## src/rtl/instruction_fetch_unit_pkg.sv

```systemverilog
// Package fetch_pkg: shared constants and state encoding for the instruction
// fetch unit.
//   RESET_PC_DEFAULT : default PC after reset
//   NOP_WORD         : word loaded into IF/ID on a bubble
//   PC_INC           : sequential PC increment (one 32-bit word)
//   fetch_state_e    : BOOT / RUN / BUBBLE encoding
//   word_align()     : clears byte-offset bits of a target address
package fetch_pkg;

  localparam logic [31:0] RESET_PC_DEFAULT = 32'h0000_0000;
  localparam logic [31:0] NOP_WORD         = 32'h0000_0000;
  localparam logic [31:0] PC_INC           = 32'd4;

  typedef enum logic [1:0] {
    BOOT   = 2'd0,
    RUN    = 2'd1,
    BUBBLE = 2'd2
  } fetch_state_e;

  // Redirect targets are byte addresses; the PC only ever holds word addresses.
  function automatic logic [31:0] word_align(input logic [31:0] addr);
    return {addr[31:2], 2'b00};
  endfunction

endpackage

```

## src/rtl/instruction_fetch_unit_if.sv

```systemverilog
// Interface instruction_fetch_unit_if: groups the fetch unit's control inputs
// from the ID stage, the instruction-memory port and the IF/ID outputs.
//   master : the fetch unit (drives Address and the IF/ID outputs)
//   slave  : the environment (hazard/branch logic + instruction memory)
// Parameter CNT_W sets the width of FetchCount.
interface instruction_fetch_unit_if #(
  parameter int CNT_W = 16
);
  logic              Stall;
  logic              BranchTaken;
  logic [31:0]       BranchTarget;
  logic              Jump;
  logic [31:0]       JumpTarget;
  logic [31:0]       Address;
  logic [31:0]       Instruction;
  logic [31:0]       IF_Instruction;
  logic [31:0]       IF_PCPlus4;
  logic              IF_Valid;
  logic [CNT_W-1:0]  FetchCount;

  modport master (
    input  Stall, BranchTaken, BranchTarget, Jump, JumpTarget, Instruction,
    output Address, IF_Instruction, IF_PCPlus4, IF_Valid, FetchCount
  );

  modport slave (
    output Stall, BranchTaken, BranchTarget, Jump, JumpTarget, Instruction,
    input  Address, IF_Instruction, IF_PCPlus4, IF_Valid, FetchCount
  );
endinterface

```

## src/rtl/instruction_fetch_unit_pc_reg.sv

```systemverilog
// Module fetch_pc_reg: program counter with its next-PC selection.
// Ports:
//   clk, srst      : clock, synchronous active-high reset (loads RESET_PC)
//   en             : PC may change this cycle (low during the boot cycle)
//   stall          : hold PC unless a redirect is present
//   jump/jump_target, branch/branch_target : redirect requests (byte addresses)
//   pc             : current PC (word aligned)
// Priority: reset > jump > branch > stall > PC+4 (modulo 2^32).
module fetch_pc_reg
  import fetch_pkg::*;
#(
  parameter logic [31:0] RESET_PC = RESET_PC_DEFAULT
) (
  input  logic        clk,
  input  logic        srst,
  input  logic        en,
  input  logic        stall,
  input  logic        jump,
  input  logic [31:0] jump_target,
  input  logic        branch,
  input  logic [31:0] branch_target,
  output logic [31:0] pc
);

  logic [31:0] pc_reg;
  logic [31:0] pc_next;

  always_comb begin
    pc_next = pc_reg;
    if (en) begin
      if (jump)
        pc_next = word_align(jump_target);
      else if (branch)
        pc_next = word_align(branch_target);
      else if (!stall)
        pc_next = pc_reg + PC_INC;
    end
  end

  always_ff @(posedge clk) begin
    if (srst)
      pc_reg <= RESET_PC;
    else
      pc_reg <= pc_next;
  end

  assign pc = pc_reg;

endmodule

```

## src/rtl/instruction_fetch_unit.sv

```systemverilog
// Module instruction_fetch_unit: initiator side of the instruction-memory
// port. Owns the PC (via fetch_pc_reg), presents it as the memory address and
// registers the returned word into the IF/ID pipeline register.
// Ports:
//   Clk   : clock, all state on rising edge
//   Reset : synchronous active-high reset
//   bus   : instruction_fetch_unit_if.master (stall/redirect inputs, imem
//           port, IF_Instruction / IF_PCPlus4 / IF_Valid / FetchCount)
// Build option: define BRANCH_DELAY_SLOT_EN to capture the instruction in the
// redirect cycle as a delay slot instead of inserting a bubble.
module instruction_fetch_unit
  import fetch_pkg::*;
#(
  parameter logic [31:0] RESET_PC = RESET_PC_DEFAULT,
  parameter int          CNT_W    = 16
) (
  input  logic                    Clk,
  input  logic                    Reset,
  instruction_fetch_unit_if.master bus
);

  fetch_state_e     state_reg;
  logic [31:0]      if_instr_reg;
  logic [31:0]      if_pc4_reg;
  logic             if_valid_reg;
  logic [CNT_W-1:0] fetch_cnt_reg;

  logic [31:0] pc;
  logic [31:0] pc_plus4;
  logic        redirect;

  assign redirect = bus.Jump | bus.BranchTaken;
  assign pc_plus4 = pc + PC_INC;

  // The PC is frozen during the boot cycle so the first fetched word is the
  // one at RESET_PC.
  fetch_pc_reg #(
    .RESET_PC (RESET_PC)
  ) u_pc_reg (
    .clk           (Clk),
    .srst          (Reset),
    .en            (state_reg != BOOT),
    .stall         (bus.Stall),
    .jump          (bus.Jump),
    .jump_target   (bus.JumpTarget),
    .branch        (bus.BranchTaken),
    .branch_target (bus.BranchTarget),
    .pc            (pc)
  );

  always_ff @(posedge Clk) begin
    if (Reset) begin
      state_reg     <= BOOT;
      if_instr_reg  <= NOP_WORD;
      if_pc4_reg    <= 32'h0;
      if_valid_reg  <= 1'b0;
      fetch_cnt_reg <= '0;
    end else begin
      case (state_reg)
        BOOT: begin
          state_reg <= RUN;
        end
        RUN, BUBBLE: begin
          if (redirect) begin
`ifdef BRANCH_DELAY_SLOT_EN
            // The word at the current PC executes as the delay slot.
            if_instr_reg  <= bus.Instruction;
            if_pc4_reg    <= pc_plus4;
            if_valid_reg  <= 1'b1;
            fetch_cnt_reg <= fetch_cnt_reg + 1'b1;
            state_reg     <= RUN;
`else
            // Squash the wrong-path word; a redirect in BUBBLE re-enters BUBBLE.
            if_instr_reg  <= NOP_WORD;
            if_pc4_reg    <= 32'h0;
            if_valid_reg  <= 1'b0;
            state_reg     <= BUBBLE;
`endif
          end else if (!bus.Stall) begin
            if_instr_reg  <= bus.Instruction;
            if_pc4_reg    <= pc_plus4;
            if_valid_reg  <= 1'b1;
            fetch_cnt_reg <= fetch_cnt_reg + 1'b1;
            state_reg     <= RUN;
          end
        end
        default: begin
          state_reg <= BOOT;
        end
      endcase
    end
  end

  assign bus.Address        = pc;
  assign bus.IF_Instruction = if_instr_reg;
  assign bus.IF_PCPlus4     = if_pc4_reg;
  assign bus.IF_Valid       = if_valid_reg;
  assign bus.FetchCount     = fetch_cnt_reg;

endmodule

```

## src/flat_wrapper.sv

```systemverilog
// flat-port wrapper written by rule: the top's interface ports become plain ports
module instruction_fetch_unit_flat import fetch_pkg::*;
#(
  parameter logic [31:0] RESET_PC = RESET_PC_DEFAULT,
  parameter int          CNT_W    = 16
)
  (Clk, Reset, bus_Stall, bus_BranchTaken, bus_BranchTarget, bus_Jump, bus_JumpTarget, bus_Instruction, bus_Address, bus_IF_Instruction, bus_IF_PCPlus4, bus_IF_Valid, bus_FetchCount);
  instruction_fetch_unit_if #(.CNT_W(CNT_W)) bus_i ();
  input  logic Clk;
  input  logic Reset;
  input wire logic [$bits(bus_i.Stall)-1:0] bus_Stall;
  input wire logic [$bits(bus_i.BranchTaken)-1:0] bus_BranchTaken;
  input wire logic [$bits(bus_i.BranchTarget)-1:0] bus_BranchTarget;
  input wire logic [$bits(bus_i.Jump)-1:0] bus_Jump;
  input wire logic [$bits(bus_i.JumpTarget)-1:0] bus_JumpTarget;
  input wire logic [$bits(bus_i.Instruction)-1:0] bus_Instruction;
  output wire logic [$bits(bus_i.Address)-1:0] bus_Address;
  output wire logic [$bits(bus_i.IF_Instruction)-1:0] bus_IF_Instruction;
  output wire logic [$bits(bus_i.IF_PCPlus4)-1:0] bus_IF_PCPlus4;
  output wire logic [$bits(bus_i.IF_Valid)-1:0] bus_IF_Valid;
  output wire logic [$bits(bus_i.FetchCount)-1:0] bus_FetchCount;
  assign bus_i.Stall = bus_Stall;
  assign bus_i.BranchTaken = bus_BranchTaken;
  assign bus_i.BranchTarget = bus_BranchTarget;
  assign bus_i.Jump = bus_Jump;
  assign bus_i.JumpTarget = bus_JumpTarget;
  assign bus_i.Instruction = bus_Instruction;
  assign bus_Address = bus_i.Address;
  assign bus_IF_Instruction = bus_i.IF_Instruction;
  assign bus_IF_PCPlus4 = bus_i.IF_PCPlus4;
  assign bus_IF_Valid = bus_i.IF_Valid;
  assign bus_FetchCount = bus_i.FetchCount;
  instruction_fetch_unit #(.RESET_PC(RESET_PC), .CNT_W(CNT_W)) u_core (.Clk(Clk), .Reset(Reset), .bus(bus_i));
endmodule
```

## config.mk

```make
export PLATFORM = sky130hd
export DESIGN_NAME = instruction_fetch_unit_flat
export DESIGN_NICKNAME = d
export VERILOG_FILES = /design/src/rtl/instruction_fetch_unit_pkg.sv /design/src/rtl/instruction_fetch_unit_if.sv /design/src/rtl/instruction_fetch_unit_pc_reg.sv /design/src/rtl/instruction_fetch_unit.sv /design/src/flat_wrapper.sv
export SDC_FILE = /design/constraint.sdc
export NUM_CORES = 1
export LEC_CHECK = 0
export BUFFER_PORTS_ARGS = -buffer_cell sky130_fd_sc_hd__buf_2
export CORE_ASPECT_RATIO = 0.6
export CORE_MARGIN = 3
export CORE_UTILIZATION = 53
export DETAILED_ROUTE_END_ITERATION = 6
export GPL_ROUTABILITY_DRIVEN = 0
export PLACE_DENSITY = 0.86
export SETUP_SLACK_MARGIN = 0.15
export SYNTH_ARGS = -nofsm -noshare
export SYNTH_HDL_FRONTEND = slang
export SYNTH_SLANG_ARGS = --single-unit
```

## constraint.sdc

```tcl
create_clock -name Clk -period 5.7 [get_ports Clk]
set_clock_uncertainty 0.05 [all_clocks]
set_input_delay 0.285 -clock Clk [delete_from_list [all_inputs] [get_ports Clk]]
set_output_delay 0.285 -clock Clk [all_outputs]
set_load 0.02 [all_outputs]
```

==> impl_metrics.py <==
metrics = {
    "run_status": {
        "run_status": "finished, final reports clean",
    },
    "route": {
        "wl_per_cell_um": 18.1,
        "post-route-drc-count": 0,
        "drt-pass1-iter-count": 7,
        "routed_wirelength_um": 17400,
        "antenna_violation_net_count_after_detailed_routing": 0,
        "vias_per_cell": 6.04,
        "detail_route.iter0.violations": 758,
        "routed-via-count": 5807,
    },
    "min_path": {
        "whs_path_depth": 3,
        "worstHoldEndpoint": "u_core.bus.IF_Instruction[3]",
        "hold_path.class": "in -> reg",
        "min_from": "bus_Instruction[3]",
    },
    "timing": {
        "fmax_mhz": 343,
        "setup_repair_after_global_routing_missed_its_margin": "no",
        "maxSlewHeadroom_pct": 30.1,
        "tightest_slew_ps": 1050,
        "finalCriticalPeriod_ps": 2910,
        "timing.final.crit_share_pct": 51.1,
        "final-hold-violation-count": 0,
        "tns_ps": 0,
        "final-setup-viol-count": 0,
        "drv_slew": 0,
        "finalWorstSetupSlack_ps": 2790,
    },
    "logic_synthesis": {
        "dominantRegCellSynth": "sky130_fd_sc_hd__dfxtp_1",
        "synthesis.instances": 655,
        "synth_warn": 0,
        "number_of_different_library_cells_in_the_post_synthesis_netlist": 60,
        "synth_seq_cells": 111,
        "postSynthAreaPerCell_um2": 8.20,
        "synth_edf_count": 0,
        "asyncSetResetFlopFracSynth_pct": 0,
        "synth.yosys.seq_area_share_pct": 41.4,
        "area_of_the_mapped_netlist_um2": 5370,
    },
    "clock_network": {
        "cts_max_path_buffers": 2,
        "cts_max_level": 3,
        "clock-sinks": 111,
        "library_cell_used_as_clock_root_buffer": "sky130_fd_sc_hd__clkbuf_16",
        "total_of_cells_resized_after_clock_tree_synthesis": 0,
        "cts_inserted_buffers": 9,
        "worst_skew_pair.late_latency_ps": 340,
        "clk_pin_slew_worst_paths_ps": 70,
        "tritoncts": "done",
        "cts_setup_buffers": 0,
        "holdBufCountCts": 0,
    },
    "setup_path": {
        "startpoint_type": "flop",
        "worstRegToRegCells": 7,
        "regToRegSetupSlack_ps": 2790,
        "cp_slowest_stage_delay_ps": 690,
        "critPathCaptureType": "flop",
        "critPathMaxFanout": 47,
        "timing.critical_path.cells": "inv_1 > ha_1 > nor4b_2 > buf_4 > nand2b_1 > or4_1 > nand3_1",
        "worstPathArrival_ps": 3150,
        "critPathRequiredTime_ps": 5930,
        "regToRegStartpoint": "u_core.state_reg[1]",
        "timing.critical_path.buf_inv": 2,
        "family_of_cells_with_the_greatest_summed_delay_on_the_critical_path": "simple AND/OR/NAND/NOR gates",
        "timing_worst_setup_path_type": "reg -> reg",
        "worst_r2r_endpoint": "u_core.bus.IF_PCPlus4[31]",
        "slowest_stage_cell_on_the_critical_path": "sky130_fd_sc_hd__or4_1",
    },
    "power": {
        "p_comb_share_pct": 25.3,
        "power.sequential.fraction_pct": 42.0,
        "power.density_nw_per_um2": 329,
        "ir_drop_v": 0.000195,
        "power.switching_w": 0.000755,
        "power.clock.fraction_pct": 32.6,
        "p_int_w": 0.00147,
        "p_sw_share_pct": 34.0,
        "power.total_w": 0.00222,
        "static-leakage-power_nw": 2.94,
    },
    "finish": {
        "layout.cells.most_common_list": "sky130_fd_sc_hd__buf_2 (205), sky130_fd_sc_hd__dfxtp_1 (111), sky130_fd_sc_hd__nor2_1 (96)",
        "areaGrowthSynthToFinish_pct": 25.5,
        "area_taken_by_multi_input_logic_gates_um2": 2870,
        "final_cell_area_um2": 6740,
        "final_nets": 931,
        "antenna-diode-count": 0,
        "ff_latch_area_um2": 2220,
        "filler_cell_count": 768,
        "final_common_cell": "sky130_fd_sc_hd__buf_2",
        "layout-drive-gt1-share_pct": 28.6,
        "largest_register_ff_count": 32,
        "finalNonFillerCells": 961,
    },
    "placement": {
        "dp.cells": 945,
        "placement.cell_area_um2": 6400,
        "dpl.hpwl_um": 12300,
        "placement.setup.worst_slack_ps": 2810,
        "port-buffer-count": 205,
    },
    "global_routing": {
        "grt_pass1_wl_um": 27200,
        "grt_overflow_total": 0,
        "first_global_vias": 5427,
        "largest_net_degree_at_the_start_of_global_routing": 98,
        "grt_antenna_before_repair": 0,
        "global_route.usage.total_pct": 29.1,
    },
    "die": {
        "floorplan.die_area_um2": 11400,
        "std_cell_rows": 27,
        "initial_core_util_pct": 56.4,
        "fp.coreArea_um2": 9530,
        "top_level_ports": 214,
        "die_h_um": 84.0,
        "die_width_um": 136,
    },
    "flow_run": {
        "drv.max_cap_violation_count": 0,
    },
}
## layer usage
| layer | track usage [%] | share of wire [%] |
|---|---|---|
| met1 | 40.8 | 43 |
| met2 | 44.5 | 44 |
| met3 | 7.95 | 11 |
| met4 | 6.77 | 1.6 |
| met5 | 0 | 0 |
## final cells by class
type / instances / share of cell area, %
Inverter: 18 / 1.00
Sequential cell: 111 / 33.0
Tap cell: 130 / 2.41
Multi-Input combinational cell: 474 / 42.5
Timing Repair Buffer: 212 / 16.0
Clock inverter: 7 / 1.75
Clock buffer: 9 / 3.34
## through the flow
stage	hold slack, ps	util [%]
floorplan	398	-
global placement	378	67.1
detailed placement	380	67.1
CTS	137	70.7
global route	139	70.7
finish	142	70.7
## kinds of logic (layout without fill, tap and decap cells)
| logic type | count (synthesis) | count (layout) | synth area share, % |
|---|---|---|---|
| simple gates | 240 | 240 | 22.1 |
| fa+ha+maj | 4 | 4 | 0.932 |
| xor+xnor | 37 | 37 | 6.03 |
| flops | 111 | 111 | 41.4 |
| buf+inv | 73 | 246 | 5.61 |
| compound gates | 184 | 184 | 22.9 |
| mux | 5 | 5 | 0.932 |
| other cells | 1 | 4 | 0.0698 |
## cell usage after synthesis (2+ instances only)
| master | count | area, um2 |
|---|---|---|
| sky130_fd_sc_hd__dfxtp_1 | 111 | 2220 |
| sky130_fd_sc_hd__nand4_1 | 21 | 131 |
| sky130_fd_sc_hd__and3_1 | 6 | 37.5 |
| sky130_fd_sc_hd__nor4_1 | 6 | 37.5 |
| sky130_fd_sc_hd__mux2i_1 | 5 | 50.1 |
| sky130_fd_sc_hd__nor2_1 | 96 | 360 |
| sky130_fd_sc_hd__a211oi_1 | 4 | 30.0 |
| sky130_fd_sc_hd__a21oi_1 | 36 | 180 |
| sky130_fd_sc_hd__nand2b_1 | 7 | 43.8 |
| sky130_fd_sc_hd__or3_1 | 5 | 31.3 |
| sky130_fd_sc_hd__a32oi_1 | 2 | 17.5 |
| sky130_fd_sc_hd__o21ai_0 | 37 | 185 |
| sky130_fd_sc_hd__a22o_1 | 2 | 17.5 |
| sky130_fd_sc_hd__xor2_1 | 15 | 131 |
| sky130_fd_sc_hd__buf_1 | 6 | 22.5 |
| sky130_fd_sc_hd__o31ai_1 | 2 | 15.0 |
| sky130_fd_sc_hd__nor2b_1 | 4 | 25.0 |
| sky130_fd_sc_hd__inv_1 | 17 | 63.8 |
| sky130_fd_sc_hd__o211ai_1 | 6 | 45.0 |
| sky130_fd_sc_hd__o22ai_1 | 11 | 68.8 |
| sky130_fd_sc_hd__a21o_1 | 4 | 30.0 |
| sky130_fd_sc_hd__buf_2 | 4 | 20.0 |
| sky130_fd_sc_hd__ha_1 | 4 | 50.1 |
| sky130_fd_sc_hd__a2bb2oi_1 | 2 | 17.5 |
| sky130_fd_sc_hd__clkbuf_1 | 40 | 150 |
| sky130_fd_sc_hd__o21a_1 | 3 | 22.5 |
| sky130_fd_sc_hd__nand2_1 | 46 | 173 |
| sky130_fd_sc_hd__o32ai_1 | 4 | 35.0 |
| sky130_fd_sc_hd__nor4b_1 | 2 | 17.5 |
| sky130_fd_sc_hd__a22oi_1 | 49 | 368 |
| sky130_fd_sc_hd__nand3_1 | 20 | 100 |
| sky130_fd_sc_hd__o311ai_0 | 2 | 17.5 |
| sky130_fd_sc_hd__or2_2 | 3 | 18.8 |
| sky130_fd_sc_hd__buf_4 | 4 | 30.0 |
| sky130_fd_sc_hd__and4_1 | 6 | 52.6 |
| sky130_fd_sc_hd__nor3b_1 | 2 | 15.0 |
| sky130_fd_sc_hd__a221o_1 | 2 | 20.0 |
| sky130_fd_sc_hd__o2bb2ai_1 | 5 | 43.8 |
| sky130_fd_sc_hd__nor3_1 | 4 | 20.0 |
| sky130_fd_sc_hd__nor4_2 | 2 | 25.0 |
| sky130_fd_sc_hd__a222oi_1 | 5 | 50.1 |
| sky130_fd_sc_hd__xnor2_1 | 22 | 193 |
| sky130_fd_sc_hd__or4_1 | 3 | 22.5 |
| sky130_fd_sc_hd__a31oi_1 | 2 | 12.5 |
## worst max path at each step
stage / cells past startpoint / end / startpoint / slack, ps
after floorplan: 7 / u_core.bus.FetchCount[12] / u_core.state_reg[0] / 3340
after global placement: 6 / u_core.bus.IF_PCPlus4[29] / bus_Jump / 2900
after detailed placement: 6 / u_core.bus.IF_PCPlus4[29] / bus_Jump / 2810
after CTS: 7 / u_core.bus.IF_PCPlus4[29] / u_core.state_reg[1] / 2800
after global routing: 7 / u_core.bus.IF_PCPlus4[29] / u_core.state_reg[1] / 2590
final: 7 / u_core.bus.IF_PCPlus4[31] / u_core.state_reg[1] / 2790
## worst min-delay path: cells and delay by family
kind	cells	cell delay [ps]
buf+inv	1	70
simple gates	1	70
compound gates	1	60
## power by group through the flow
stage	logic, W	clock network, W	registers, W
4_1_cts	0.000553	0.000735	0.000927
2_1_floorplan	0.000325	0	0.000980
3_3_place_gp	0.000531	0	0.000939
3_5_place_dp	0.000551	0	0.000945
6_report	0.000563	0.000724	0.000933
5_1_grt	0.000603	0.000767	0.000943
No activity file was read; power rests on OpenSTA's default activity.
